==> config.mk <==
export PLATFORM = sky130hd
export DESIGN_NAME = cpu_if_prefetch
export DESIGN_NICKNAME = d
export VERILOG_FILES = /design/src/rtl/cpu_if_prefetch.sv
export SDC_FILE = /design/constraint.sdc
export NUM_CORES = 1
export LEC_CHECK = 0
export CAP_MARGIN = 25
export CORE_MARGIN = 3
export CORE_UTILIZATION = 55
export DETAILED_ROUTE_END_ITERATION = 6
export PLACE_DENSITY = 0.8
export SETUP_SLACK_MARGIN = 0.1
export SLEW_MARGIN = 20
export SYNTH_ARGS = -nofsm -noshare
export SYNTH_HDL_FRONTEND = slang
export SYNTH_SLANG_ARGS = --single-unit
==> constraint.sdc <==
create_clock -name clk -period 3.9 [get_ports clk]
set_input_delay 0.39 -clock clk [delete_from_list [all_inputs] [get_ports clk]]
set_output_delay 0.39 -clock clk [all_outputs]
set_load 0.01 [all_outputs]
==> src/rtl/cpu_if_prefetch.sv <==
// Instruction-fetch stage with a small circular prefetch queue.
// Drives a combinational ROM and buffers {pc, instruction} pairs.
// Presents the oldest pair to ID through a valid/stall handshake.
// Also handles EX redirects, halt-on-syscall and the global cycle counter.
module cpu_if_prefetch #(
  parameter int          ADDR_W   = 16,
  parameter int          DEPTH    = 4,
  parameter logic [31:0] RESET_PC = 32'h00000000,
  parameter logic [31:0] HALT_INS = 32'h0000000C
) (
  input  logic                     clk,
  input  logic                     clr,
  input  logic                     stall,
  input  logic                     redirect,
  input  logic [31:0]              redirect_pc,
  output logic [ADDR_W-1:0]        rom_addr,
  input  logic [31:0]              rom_data,
  output logic                     valid,
  output logic [31:0]              current_pc,
  output logic [31:0]              ins,
  output logic [31:0]              cycle_count,
  output logic                     halt,
  output logic [$clog2(DEPTH):0]   fifo_count
);

  localparam int PTR_W = $clog2(DEPTH);
  localparam int CNT_W = PTR_W + 1;
  localparam logic [CNT_W-1:0] FULL = CNT_W'(DEPTH);

  logic [31:0]      fetch_pc;
  logic [PTR_W-1:0] rd_ptr;
  logic [PTR_W-1:0] wr_ptr;
  logic             fetch_stop;
  logic [31:0]      pc_mem  [DEPTH];
  logic [31:0]      ins_mem [DEPTH];
  logic             pop;
  logic             push;

  // Saturating increment so the counter parks at all-ones instead of wrapping.
  function automatic logic [31:0] sat_inc(input logic [31:0] v);
    return (v == 32'hFFFFFFFF) ? v : v + 32'd1;
  endfunction

  assign rom_addr   = fetch_pc[ADDR_W-1:0];
  assign valid      = (fifo_count != '0) & ~halt;
  assign current_pc = pc_mem[rd_ptr];
  assign ins        = ins_mem[rd_ptr];

  // A full queue may still accept a fetch when the head leaves in the same cycle.
  assign pop  = valid & ~stall & ~redirect & ~halt;
  assign push = ~redirect & ~fetch_stop & ~halt & ((fifo_count < FULL) | pop);

  // Control state: fetch PC, queue pointers/occupancy, stop/halt flags, cycle counter.
  always_ff @(posedge clk) begin
    if (clr) begin
      fetch_pc    <= RESET_PC;
      rd_ptr      <= '0;
      wr_ptr      <= '0;
      fifo_count  <= '0;
      fetch_stop  <= 1'b0;
      halt        <= 1'b0;
      cycle_count <= 32'd1;
    end else begin
      if (!halt) begin
        cycle_count <= sat_inc(cycle_count);
      end
      if (!halt && redirect) begin
        fetch_pc   <= redirect_pc;
        rd_ptr     <= '0;
        wr_ptr     <= '0;
        fifo_count <= '0;
        fetch_stop <= 1'b0;
      end else begin
        if (pop) begin
          rd_ptr <= rd_ptr + 1'b1;
          if (ins == HALT_INS) begin
            halt <= 1'b1;
          end
        end
        if (push) begin
          wr_ptr   <= wr_ptr + 1'b1;
          fetch_pc <= fetch_pc + 32'd4;
          if (rom_data == HALT_INS) begin
            fetch_stop <= 1'b1;
          end
        end
        if (push && !pop) begin
          fifo_count <= fifo_count + 1'b1;
        end else if (pop && !push) begin
          fifo_count <= fifo_count - 1'b1;
        end
      end
    end
  end

  // Queue storage; contents are don't-care after clear, so no reset here.
  always_ff @(posedge clk) begin
    if (push) begin
      pc_mem[wr_ptr]  <= fetch_pc;
      ins_mem[wr_ptr] <= rom_data;
    end
  end

endmodule

==> impl_metrics.yaml <==
routing:
  dr.max_layer_used: "met4"
  routed_via_density: 5.984
  routed_wl_um: 29540
  route.vias.total: 8042
  detailroute.wirelength.met2_um: 14620
  met1_wl_um: 12060
  route.detailed.wl_per_inst_um: 21.98
  antenna_left: 0
  dr.pass1.iters: 5
  route.detailed.drc: 0
  drt_first_iter_violations: 535
  met3RoutedLength_um: 1961
yosys:
  yosys.area_share.adder_pct: 0.8118
  synth_net_count: 899
  netlist_area_um2: 13260
  number_of_synthesized_register_bits: 331
  total_of_warnings_raised_by_yosys: 0
  post_synth_xor_area_fraction_pct: 2.180
  ys_seq_area_share_pct: 69.32
  synth.mux.area_fraction_pct: 11.26
  synth_area_per_cell_um2: 16.11
  synth-compound-area-share_pct: 4.606
  synth_top_family_by_area: "multiplexers"
  synthCells: 823
  synth.top_cells.by_area: "sky130_fd_sc_hd__edfxtp_1, sky130_fd_sc_hd__dfxtp_1, sky130_fd_sc_hd__mux4_2, sky130_fd_sc_hd__nor2_1, sky130_fd_sc_hd__a211oi_1"
  synth.distinct_cells: 47
  synth_simple_gate_area_share_pct: 9.307
  yosys.area.top_type: "sky130_fd_sc_hd__edfxtp_1"
  synthDominantCellAreaShare_pct: 58.00
critical_path:
  worstSetupStartpointType: "flip-flop"
  cp_slowest_stage_delay_ns: 0.81
  critical-path-slowest-cell: "sky130_fd_sc_hd__dfxtp_4"
  critical_path.n_buffers_inverters: 2
  worst_path_dominant_cell_family: "buffers and inverters"
  crit_arrival_ns: 2.80
  criticalPathCategory: "flip-flop to primary output"
  required_ns: 3.51
  reg2reg_depth: 6
  cp-end-kind: "primary output"
  critPathMaxFanout: 36
  cp_cell_sequence: "buf_4 > mux4_2 > clkdlybuf4s50_1"
  crit_cells: 3
min_path:
  min_delay_path_depth: 2
  worstHoldPathType: "input port to flip-flop"
layout:
  layout.cells.most_common: "sky130_fd_sc_hd__edfxtp_1"
  net_count_reported_at_finish: 1077
  area_growth_pct: 23.98
  final_cell_mix: "sky130_fd_sc_hd__edfxtp_1, sky130_fd_sc_hd__clkdlybuf4s50_1, sky130_fd_sc_hd__dfxtp_1, sky130_fd_sc_hd__mux4_2, sky130_fd_sc_hd__nor2_1"
  fillers: 1530
  layout-drive-gt1-share_pct: 14.16
global_routing:
  number_of_antenna_violations_at_the_first_check_in_global_routing: 1
  via_count_of_the_first_global_routing_pass: 8269
  grt_usage_pct: 22.87
  globalRouteOverflowTotal: 0
  grt_first_pass_wirelength_um: 46510
  grt_max_degree: 65
power_and_ir_drop:
  power-per-cell-area_nw_per_um2: 461.6
  vdd_ir_drop_max_v: 0.0002834
  power.static_leakage_nw: 5.216
floorplanning:
  std_cell_rows: 56
  core_region_area_um2: 23610
  top_level_ports: 185
  fp.dieArea_um2: 26000
  initial_utilization_pct: 56.14
  chipHeight_um: 161.2
  chipWidth_um: 161.2
sta:
  grt_setup_unrepaired: "no"
  whs_ns: 0.3822
  timing_worst_slew_pin_value_ns: 0.9197
  timing.final.hold_violations: 0
  max_freq_mhz: 313.5
  setup-tns-final_ns: 0
  timing.max_slew.rel_slack_pct: 38.69
  worst_clock_skew_ns: 0.01049
  min_period_ns: 3.190
  final-setup-viol-count: 0
  post-route-period-util_pct: 81.80
  final_slew_violations: 0
cts:
  cts-hold-fix-buffers: 0
  cts_buffer_depth: 3
  worst_setup_hold_path_clk_slew_ns: 0.06
  clockRootBuffer: "sky130_fd_sc_hd__clkbuf_16"
  cts_inserted_buffers: 31
  clock_latency_on_the_worst_skew_pair_ns: 0.54
  h-tree-depth: 1
  tritoncts_num_sinks: 331
  cts_tree: "yes"
  post_cts.resized_instances: 0
  postCtsSetupBuffers: 0
place:
  port_buffers: 184
  globalplace.congestion: 0.8468
  post-dp-hpwl_um: 18670
job:
  maxCapViolCount: 0
outcome:
  outcome: "complete, no violations"
-- cells in the mapped netlist (all sizes together) --
cell type / instances
edfxtp: 256
dfxtp: 75
mux4: 64
nor2: 51
nand2: 31
buf: 29
a21oi: 25
clkbuf: 25
a211oi: 23
nand4: 21
nor4: 21
o21ai: 20
or3: 18
nand3: 17
or4: 17
xnor2: 17
xor2: 16
and3: 12
inv: 11
o31ai: 11
and4: 8
nor3: 8
a311oi: 7
and2: 7
ha: 7
nand2b: 5
mux2i: 4
nor2b: 3
a2111oi: 2
nor4bb: 2
a2111o: 1
a31oi: 1
a41o: 1
clkinv: 1
fa: 1
mux2: 1
o2111ai: 1
o22ai: 1
o311ai: 1
or2: 1
-- stage by stage --
stage	instance area [um^2]	utilization (%)	std cells	total power, W	worst slack (ns)
final	16430	69.60	1344	0.007586	0.7099
after global routing	16430	69.60	1344	0.007834	0.4824
after CTS	16430	69.58	1343	0.007650	0.6037
after detailed placement	15380	65.13	1287	0.004628	0.9742
after global placement	15380	65.13	1287	0.004612	1.084
after floorplan	13260	-	823	0.004309	0.6729
-- sequential cells by signal, indices dropped and copies added (netlist names), named ones only --
| signal | count |
|---|---|
| ins_mem | 128 |
| pc_mem | 128 |
| cycle_count | 32 |
| fetch_pc | 32 |
| fifo_count | 3 |
| rd_ptr | 2 |
| wr_ptr | 2 |
| fetch_stop | 1 |
| halt | 1 |
-- final timing paths --
check,startpoint,to,slack (ns)
max,flip-flop,ins[10],0.71
min,clr,cycle_count[1],0.38
max reg2reg,flip-flop,halt,1.27
min reg2reg,fetch_stop,fetch_stop,0.50
-- final cells by class --
class / count / area (um^2) / area share, %
Timing Repair Buffer: 199 / 1999 / 12.17
Sequential cell: 331 / 9194 / 55.95
Clock inverter: 16 / 158.9 / 0.9670
Tap cell: 319 / 399.1 / 2.429
Antenna cell: 1 / 2.502 / 0.01523
Clock buffer: 40 / 892.1 / 5.429
Multi-Input combinational cell: 426 / 3741 / 22.77
Inverter: 12 / 46.29 / 0.2817
-- routing by layer --
metal / global-route usage [%] / up-vias
met2: 37.94 / 286
met3: 4.027 / 54
met1: 31.30 / 4077
met4: 7.431 / 0
li1: - / 3625
met5: 0 / -
-- cell families after synthesis --
kind of cell / after synthesis
AO/OA/AOI/OAI: 94
XOR/XNOR: 33
adder cells (fa/ha/maj): 8
buffers and inverters: 66
flip-flops: 331
multiplexers: 69
AND/OR/NAND/NOR: 222
-- where the power goes --
group	total, W	internal, W	switching, W
Sequential	0.00400	0.00392	0.0000833
Clock	0.00303	0.00181	0.00123
Combinational	0.000555	0.000295	0.000260
Total	0.00759	0.00602	0.00157
Power figures use the tool's default switching activity.
==> variant (config.mk and constraints unchanged) <==
Set the parameter `DEPTH` to 8 (it was 4).
--- a/src/rtl/cpu_if_prefetch.sv
+++ b/src/rtl/cpu_if_prefetch.sv
@@ -6,3 +6,3 @@
   parameter int          ADDR_W   = 16,
-  parameter int          DEPTH    = 4,
+  parameter int          DEPTH    = 8,
   parameter logic [31:0] RESET_PC = 32'h00000000,
Interface: changed (resized fifo_count); port bits go from 185 to 186. No check against the original RTL was run, so the function may have changed too.
==> variant against the unedited design <==
  * Power increased by 76%
  * Non-clock buffer count increased by 23
  * Setup slack got worse by 0.40 ns
  * Routed wire length increased by 72%
  * Sequential cell count increased by 260
  * Sequential share of layout area increased by 5.3 points
  * Area after synthesis increased by 75%
  * Clock skew increased by 0.0066 ns
  * Final area increased by 68%
  * Sequential power increased by 78%
  * Critical path type unchanged
  * Highest routed layer is now met5
==> variant: results (changes against the unedited design) <==
# nets final 1543 (+43%); placed cell area 25760 um2 (+67%); critical path's slowest cell clkdlybuf4s50_1; count of plain and timing-repair buffers 222 (+12%); Clock power frac 40.9% (+0.9 points); DR WL met2 25200 um (+72%); Sw Ratio 20.79% (+0.10 points); vias in the first global route 12950 (+57%); largest net degree at the start of global routing 53 (-18%); number of sequential cells 591 (+79%); Buffers on Ports 185 (+0.54%); Reg power frac 53.4% (+0.7 points); most frequent cells after synthesis 512 x edfxtp_1, 96 x mux4_2, 88 x nor2_1; Mapped Area 23230 um2 (+75%); Top Registers ins_mem (256), pc_mem (256); CP arrival 3.20 ns (+0.40 ns); multi-input logic portion of the cell area 21.39% (-1.4 points); Worst VDD drop 0.3139 mV (+11%); DR top layer met5; cts bufs inserted 57 (+84%); Max stage delay on crit path 0.71 ns (-0.10 ns); inverters 5 (-7); post-synthesis xor/xnor area fraction 2.413% (+0.23 points); power of the sequential group 7.12 mW (+78%); Multi-Input Combinational 590 (+38%); Clock Skews 0.01709 ns (+0.006602 ns); global placement routability congestion 0.8396 (-0.85%); CTS H-tree depth 2 (+1); LEAKAGE 8.808 nW (+69%); Detailed Route WL 50700 um (+72%); Adder-Cell Fraction of Synth Area 0.4633% (-0.35 points); first-pass GRT wire length 77630 um (+67%); DP HPWL 29610 um (+59%); worst-margin pin slew 0.8864 ns (-0.03328 ns); wire length on met3 3536 um (+80%); Synth Area in Compound Gates 2.602% (-2.0 points); Non-clock buffer share 8.018% (-4.1 points); status finished, final reports clean; DP Cell Count 1938 (+51%); post-synthesis mux area share 14.65% (+3.4 points); Post-Route M1 WL 20920 um (+73%)
## variant: cell types whose count changed in the layout (fill, tap and decap cells not counted), sizes merged, moves of 14 or more
cell / unedited run / this run
a21oi: 25 / 5
a221oi: 0 / 16
a22o: 0 / 16
buf: 16 / 38
clkbuf: 40 / 75
edfxtp: 256 / 512
mux2: 1 / 48
mux2i: 4 / 70
mux4: 64 / 96
nor2: 51 / 88
o21ai: 20 / 4
or3: 18 / 4
or4: 17 / 1
xor2: 16 / 53
## variant: path summary, 6_finish.rpt
check / from / end / slack (ns) / cells past startpoint
worst max-delay path: flop / ins[26] / 0.31 / 5
worst min-delay path: clr / fetch_pc[26] / 0.39 / 2
worst max register to register: flop / halt / 0.34 / 7
worst min register to register: rd_ptr[1] / flop / 0.49 / 2
## variant: per-layer routing
layer	GRT usage [%]	vias up
met2	37.68	417
met4	5.912	2
li1	-	5457
met3	5.290	71
met1	31.67	6387
met5	0	-
